File: src/rtl/seq_detect_param_pkg.sv
// Shared helpers for the parameterised serial pattern detector.
package seq_detect_param_pkg;

  localparam int unsigned MAX_PAT_W = 16;
  localparam int unsigned IDX_W     = 4;

  function automatic int unsigned clog2(input int unsigned v);
    int unsigned r;
    r = 0;
    for (int unsigned i = 0; i < 32; i++) begin
      if ((64'd1 << i) < 64'(v)) r = i + 1;
    end
    return r;
  endfunction

  // True when the last k bits of h equal the first k bits of the pat_w-bit pattern.
  function automatic logic pre_suf_eq(input logic [MAX_PAT_W-1:0] pat,
                                      input int unsigned          pat_w,
                                      input logic [MAX_PAT_W-1:0] h,
                                      input int unsigned          k);
    logic eq;
    eq = 1'b1;
    for (int unsigned i = 0; i < MAX_PAT_W; i++) begin
      if (i < k) begin
        if (h[IDX_W'(i)] != pat[IDX_W'(pat_w - k + i)]) eq = 1'b0;
      end
    end
    return eq;
  endfunction

  function automatic int unsigned border_len(input logic [MAX_PAT_W-1:0] pat,
                                             input int unsigned          pat_w);
    int unsigned b;
    b = 0;
    for (int unsigned k = 1; k < MAX_PAT_W; k++) begin
      if (k < pat_w) begin
        if (pre_suf_eq(pat, pat_w, pat, k)) b = k;
      end
    end
    return b;
  endfunction

endpackage

File: src/rtl/seq_detect_param_next.sv
// Combinational next-state for the detector: (s, in) -> (next_s, hit), KMP-style fallback.
module seq_detect_next
  import seq_detect_param_pkg::*;
#(
  parameter int unsigned         PAT_W   = 4,
  parameter logic [PAT_W-1:0]    PATTERN = 4'b1011,
  parameter int unsigned         OVERLAP = 1,
  parameter int unsigned         SW      = 3
) (
  input  logic [SW-1:0] s,
  input  logic          in,
  output logic [SW-1:0] next_s_c,
  output logic          hit_c
);

  localparam logic [MAX_PAT_W-1:0] PAT16  = MAX_PAT_W'(PATTERN);
  localparam int unsigned          BORDER = border_len(PAT16, PAT_W);

  logic [MAX_PAT_W-1:0] h;

  always_comb begin
    h        = '0;
    hit_c    = 1'b0;
    next_s_c = '0;

    // h: the s matched pattern bits followed by the new bit in h[0]
    h[0] = in;
    for (int unsigned j = 1; j < MAX_PAT_W; j++) begin
      if (j <= 32'(s)) h[IDX_W'(j)] = PAT16[IDX_W'(PAT_W - 32'(s) - 1 + j)];
    end

    hit_c = (32'(s) == PAT_W - 1) && (in == PAT16[0]);

    if (hit_c) begin
      next_s_c = (OVERLAP != 0) ? SW'(BORDER) : '0;
    end else begin
      for (int unsigned k = 1; k < MAX_PAT_W; k++) begin
        if ((k <= 32'(s) + 1) && (k < PAT_W)) begin
          if (pre_suf_eq(PAT16, PAT_W, h, k)) next_s_c = SW'(k);
        end
      end
    end
  end

endmodule

File: src/rtl/seq_detect_param.sv
// Parameterised serial bit-pattern detector: Mealy match, registered match, saturating count.
module seq_detect_param
  import seq_detect_param_pkg::*;
#(
  parameter int unsigned      PAT_W   = 4,
  parameter logic [PAT_W-1:0] PATTERN = 4'b1011,
  parameter int unsigned      OVERLAP = 1,
  parameter int unsigned      CNT_W   = 8
) (
  input  logic             clk,
  input  logic             reset,
  input  logic             en,
  input  logic             in,
  output logic             out,
  output logic             out_reg,
  output logic [CNT_W-1:0] match_count
);

  localparam int unsigned SW = clog2(PAT_W + 1);

  logic [SW-1:0]    s_q, s_d, next_s;
  logic             out_reg_q, out_reg_d;
  logic [CNT_W-1:0] match_count_q, match_count_d;
  logic             hit;

  seq_detect_next #(
    .PAT_W   (PAT_W),
    .PATTERN (PATTERN),
    .OVERLAP (OVERLAP),
    .SW      (SW)
  ) u_next (
    .s        (s_q),
    .in       (in),
    .next_s_c (next_s),
    .hit_c    (hit)
  );

  always_comb begin
    out           = 1'b0;
    s_d           = s_q;
    match_count_d = match_count_q;
    out_reg_d     = 1'b0;

    if (reset) begin
      s_d           = '0;
      match_count_d = '0;
    end else if (en) begin
      out       = hit;
      out_reg_d = hit;
      s_d       = next_s;
      // Saturate rather than wrap
      if (hit && (match_count_q != '1)) match_count_d = match_count_q + CNT_W'(1);
    end
  end

  always_ff @(posedge clk) begin
    s_q           <= s_d;
    out_reg_q     <= out_reg_d;
    match_count_q <= match_count_d;
  end

  assign out_reg     = out_reg_q;
  assign match_count = match_count_q;

endmodule
File: config.mk
export PLATFORM = sky130hd
export DESIGN_NAME = seq_detect_param
export DESIGN_NICKNAME = d
export VERILOG_FILES = /design/src/rtl/seq_detect_param_pkg.sv /design/src/rtl/seq_detect_param_next.sv /design/src/rtl/seq_detect_param.sv
export SDC_FILE = /design/constraint.sdc
export NUM_CORES = 1
export LEC_CHECK = 0
export CAP_MARGIN = 15
export CORE_MARGIN = 2
export CORE_UTILIZATION = 46
export CTS_CLUSTER_SIZE = 14
export DETAILED_ROUTE_END_ITERATION = 7
export PLACE_DENSITY = 0.78
export SLEW_MARGIN = 20
export SYNTH_ARGS = -nofsm -noshare
export SYNTH_HDL_FRONTEND = slang
export SYNTH_HIERARCHICAL = 1
export SYNTH_SLANG_ARGS = --single-unit
File: constraint.sdc
create_clock -name clk -period 1.9 [get_ports clk]
set_clock_uncertainty 0.1 [all_clocks]
set_input_delay 0.38 -clock clk [delete_from_list [all_inputs] [get_ports clk]]
set_output_delay 0.38 -clock clk [all_outputs]
set_load 0.01 [all_outputs]
# Word-level counts from Yosys, hierarchy flattened
# Memory sizes are Yosys's and may differ from the RTL's.
# Index checks and enable logic that the tools add are counted.
word_totals:
  mem_bits_ro: 32
  word_cells: 47
  memories: 2
  inputBits: 4
  reg_bits: 12
classes:
  n_mux: 24
  addsub: 6
  n_lt_le_gt_ge: 7
  eq_ne: 2
  reduce_logical: 3
memory_table:
  columns: ["name", "depth", "word_bits", "read_ports", "rd_clocked_by_memory_dff", "wr", "line", "source"]
  rows:
  - ["(no name shown)", 16, 1, 1, 0, 0, "seq_detect_param_next.sv:29", "if (j <= 32'(s)) h[IDX_W'(j)] = PAT16[IDX_W'(PAT_W - 32'(s) - 1 + j)];"]
  - ["(no name shown)", 16, 1, 1, 0, 0, "seq_detect_param_next.sv:29", null]
op_table:
  columns: ["operator", "count"]
  rows:
  - ["less-or-equal comparator 2 x 32 -> 1 bit, first input constant", 2]
  - ["less-or-equal comparator 1 x 32 -> 1 bit, first input constant", 1]
  - ["two-way mux 1 bit", 18]
  - ["two-way mux 3 bit", 6]
  - ["less-than comparator 4 x 5 -> 1 bit, second input constant", 2]
  - ["adder 8 x 1 -> 8 bit, second input constant", 1]
  - ["!= test 8 bit, second input constant", 1]
  - ["adder 3 x 1 -> 4 bit, second input constant", 1]
  - ["adder 4 x 1 -> 4 bit, second input constant", 1]
  - ["adder 4 x 2 -> 4 bit, second input constant", 1]
  - ["subtractor 3 x 3 -> 4 bit, first input constant", 1]
  - ["subtractor 4 x 1 -> 4 bit, second input constant", 1]
  - ["== test 3 x 2 -> 1 bit, second input constant", 1]
  - ["less-or-equal comparator 1 x 3 -> 1 bit, first input constant", 1]
  - ["less-or-equal comparator 2 x 3 -> 1 bit, first input constant", 1]
  - ["logical AND 1 bit", 2]
  - ["AND reduction 2 bit", 1]

# Logic depth before layout (Yosys ltp)
depth:
  depth_word: 14
  ltp_mapped: 8
  depth_no_buf: 8

# Modules after synthesis
# Netlist, hierarchy kept.
by_module_without_submodules:
  columns: ["module", "area_each_um2", "n_inst", "cells_per_inst", "seq_area_each_um2"]
  rows:
  - ["seq_detect_param", 520.5, 1, 57, 240.2]
  - ["seq_detect_next", 275.3, 1, 35, 0.0]

# Worst setup path before layout
# No wires, ideal clock.
synth_timing:
  path_type: "reg-to-reg"
  start: "register s_q[1]"
  end: "register match_count_q[5] (netlist: match_count[5])"
  path_slack_ps: 52
  path_stages_with_launch: 8
  setup_time_ps: 71
  period_less_slack_ps: 1848
  arrival_time_ps: 1678
  required_time_ps: 1729
  path_cell_list: "dfxtp_1 > ha_1 > ha_1 > and2_1 > and2_1 > nand2_1 > or4_1 > a21oi_1"
synth_via:
  elab_chain_len: 4
synth_rtl:
  columns: ["element", "line", "source"]
  rows:
  - ["from (decl)", "seq_detect_param.sv:21", "logic [SW-1:0] s_q, s_d, next_s;"]
  - ["from (signal assigned)", "seq_detect_param.sv:57", "s_q <= s_d;"]
  - ["== test 3 x 2 -> 1 bit", "seq_detect_param_next.sv:32", "hit_c = (32'(s) == PAT_W - 1) && (in == PAT16[0]);"]
  - ["logical AND 1 bit", "seq_detect_param_next.sv:32", null]
  - ["via hit", "seq_detect_param.sv:24", "logic hit;"]
  - ["logical AND 1 bit", "seq_detect_param.sv:52", "if (hit && (match_count_q != '1)) match_count_d = match_count_q + CNT_W'(1);"]
  - ["AND reduction 2 bit (no line)", null, null]
  - ["to (signal assigned)", "seq_detect_param.sv:59", "match_count_q <= match_count_d;"]
  - ["to (decl)", "seq_detect_param.sv:23", "logic [CNT_W-1:0] match_count_q, match_count_d;"]
# The timed path passes the listed nets, and every way through them passes these cells.
# A chain may end at the register's enable or synchronous reset.

# Worst setup path in the final report
layout_timing:
  start: "register s_q[0]"
  end: "output out"
layout_via:
  elab_chain_len: 4
layout_rtl:
  columns: ["element", "line", "source"]
  rows:
  - ["== test 3 x 2 -> 1 bit", "seq_detect_param_next.sv:32", null]
  - ["logical AND 1 bit", "seq_detect_param_next.sv:32", null]
  - ["via hit", "seq_detect_param.sv:24", null]
  - ["two-way mux 1 bit", "seq_detect_param.sv:47", "end else if (en) begin"]
  - ["two-way mux 1 bit", "seq_detect_param.sv:44", "if (reset) begin"]
  - ["to (decl)", "seq_detect_param.sv:14", "output logic out,"]
# The timed path passes the listed nets, and every way through them passes these cells.

==> flow_summary.ini <==
[critical_path]
cpLargestDelayFamily = flip-flops
critPathMaxFanout = 2
criticalPathCategory = reg -> out
crit_required_ns = 1.42
crit_buf_inv = 1
end_kind = output port
cpPeakStageDelay_ns = 0.34
worst-endpoint-arrival_ns = 1.39
path_cells = ha_2 > ha_4 > and2_4 > nand2_1 > nor2_1 > buf_2
startpoint_type = flop
critPathSlowestCell = dfxtp_2

[final_layout]
final_nets = 136
drive_above_1_share_pct = 26.1
largest_reg_flops = 8
area_growth_pct = 39.0
diodes = 0
utilization_pct = 66.2

[clocking]
path_clk_slew_ns = 0.08
clock_path_buffers = 2
cts_hold_buf = 0
tritoncts.num_buffers = 3
tritoncts = done
cts_root_buffer = clkbuf_4
postCtsSetupRepairBufs = 0
clock_latency_ns = 0.28
htreeDepth = 1
clock_sinks = 12

[sta]
drv_slew = 0
post-route-min-period_ns = 1.87
finalCritPeriodShare_pct = 98.5
rsz0062_at_grt = yes
layout_setup_ws_ns = 0.0287
setup_violations = 0
tns_ns = 0
hold_viol = 0
holdWs_ns = 0.414
max_freq_ghz = 0.534

[route]
drt_pass1_iterations = 4
vias_per_cell = 5.48
drc = 0
wl_per_cell_um = 12.9
vias = 745
drt_iter0_markers = 8
wl_um = 1760
ant_nets = 0

[synthesis]
synthMuxAreaShare_pct = 6.29
synth-edff-count = 0
synth.top_cells.by_count = 12 x dfxtp_1, 12 x ha_1, 10 x nand2_1, 10 x nor2_1, 6 x a21oi_1
synthFlopType = dfxtp_1
syn_area_um2 = 796
yosys_warnings = 6
async_flop_share_pct = 0
synth-simple-area-share_pct = 23.1
synth-xor-area-share_pct = 2.20
syn_nets = 108
avgSynthCellArea_um2 = 8.65
synth_seq_cells = 12
synthCells = 92
synth_top_area_share_pct = 30.2
ys_seq_area_share_pct = 30.2
synth_cell_types = 33
synth_fa_ha_area_share_pct = 18.9
synth-compound-area-share_pct = 14.9
synth_top_family_by_area = simple AND/OR/NAND/NOR gates
synth_area_leader_cell = dfxtp_1
synthTopCellsByArea = dfxtp_1 30%, ha_1 19%, mux2i_1 6.3%

[global_routing]
grt_pass1_wl_um = 2910
grt_use_total_pct = 19.9
grt_overflow_total = 0
grt_pass1_vias = 692
antenna_found_initial = 0
grt_max_degree = 12

[floorplan]
initial_core_util_pct = 47.6
die_y_um = 45.6
core_area_mm2 = 0.00167
die_area_mm2 = 0.00208
ioPinCount = 14
die_w_um = 45.6
rows = 15

[status]
status = completed

[worst_hold_path]
hp-class = reg -> reg

[flow_run]
drv_cap = 0

[placed_design]
hpwl_um = 1270
io_buffers = 13
dp_slack_ns = -0.333
gp_congestion = 0.919

[power_and_ir_drop]
power_w = 0.000521
p_leak_nw = 0.472
power.density_mw_per_mm2 = 471
vdd_drop_max_mv = 0.321
==> power by group <==
group          internal (W)   total, W  leakage, nW  switching, W
Sequential         0.000254   0.000256       0.0979    0.00000156
Combinational     0.0000283  0.0000587        0.353     0.0000304
Clock              0.000117   0.000207       0.0210     0.0000900
==> layout make-up <==
cell class / count / area [µm²]
sequential: 12 / 243
timing repair buffer: 26 / 226
inverter: 4 / 15.0
multi-input combinational: 73 / 564
clock buffer: 4 / 36.3
tap: 17 / 21.3
fill: 124 / 564
==> cell usage in the layout, fill, tap and decap left out, types with 3 or more instances in the layout <==
cell type / n
clkdlybuf4s50_1: 12
buf_4: 12
nand2_1: 10
nor2_1: 10
dfxtp_1: 10
ha_1: 9
a21oi_1: 5
mux2i_1: 5
inv_1: 3
nor3_1: 3
clkbuf_4: 3
==> metrics by stage <==
stage               area [µm²]  std cells
floorplan                  796         92
global placement          1030        132
detailed placement        1030        132
CTS                       1090        136
global route              1110        136
finish                    1110        136
==> cell families after synthesis <==
kind of cell | count (synthesis)
AND/OR/NAND/NOR | 36
AO/OA/AOI/OAI | 17
adder cells (fa/ha/maj) | 12
flip-flops | 12
buffers and inverters | 7
multiplexers | 5
XOR/XNOR | 2
other | 1
==> worst min-delay path, delay by kind of cell (launching register included) <==
kind,cells,cell delay [ns]
flip-flops,1,0.34
AO/OA/AOI/OAI,2,0.12
==> final timing paths <==
| check | start | endpoint | slack [ns] | cells past startpoint |
|---|---|---|---|---|
| worst max register to register | s_q[0]$_SDFFE_PP0P_ | match_count[5]$_SDFFE_PP0P_ | 0.04 | 8 |
| worst max-delay path | s_q[0]$_SDFFE_PP0P_ | out | 0.03 | 6 |
| worst min-delay path | match_count[6]$_SDFFE_PP0P_ | match_count[6]$_SDFFE_PP0P_ | 0.41 | 2 |
| worst min register to register | match_count[6]$_SDFFE_PP0P_ | match_count[6]$_SDFFE_PP0P_ | 0.41 | 2 |
==> per-layer routing <==
metal	up-vias	wire [µm]	GRT usage (%)
met1	348	792	23.0
li1	381	-	-
met5	-	0	0
met4	0	14	10.0
met2	14	890	31.5
met3	2	63	7.54
==> what timing repair did <==
action,CTS,global route
pin swaps,1,7
setup endpoints to repair,4,5
gates resized for setup,12,5
cloned,0,0
(Power assumes the default switching activity.)
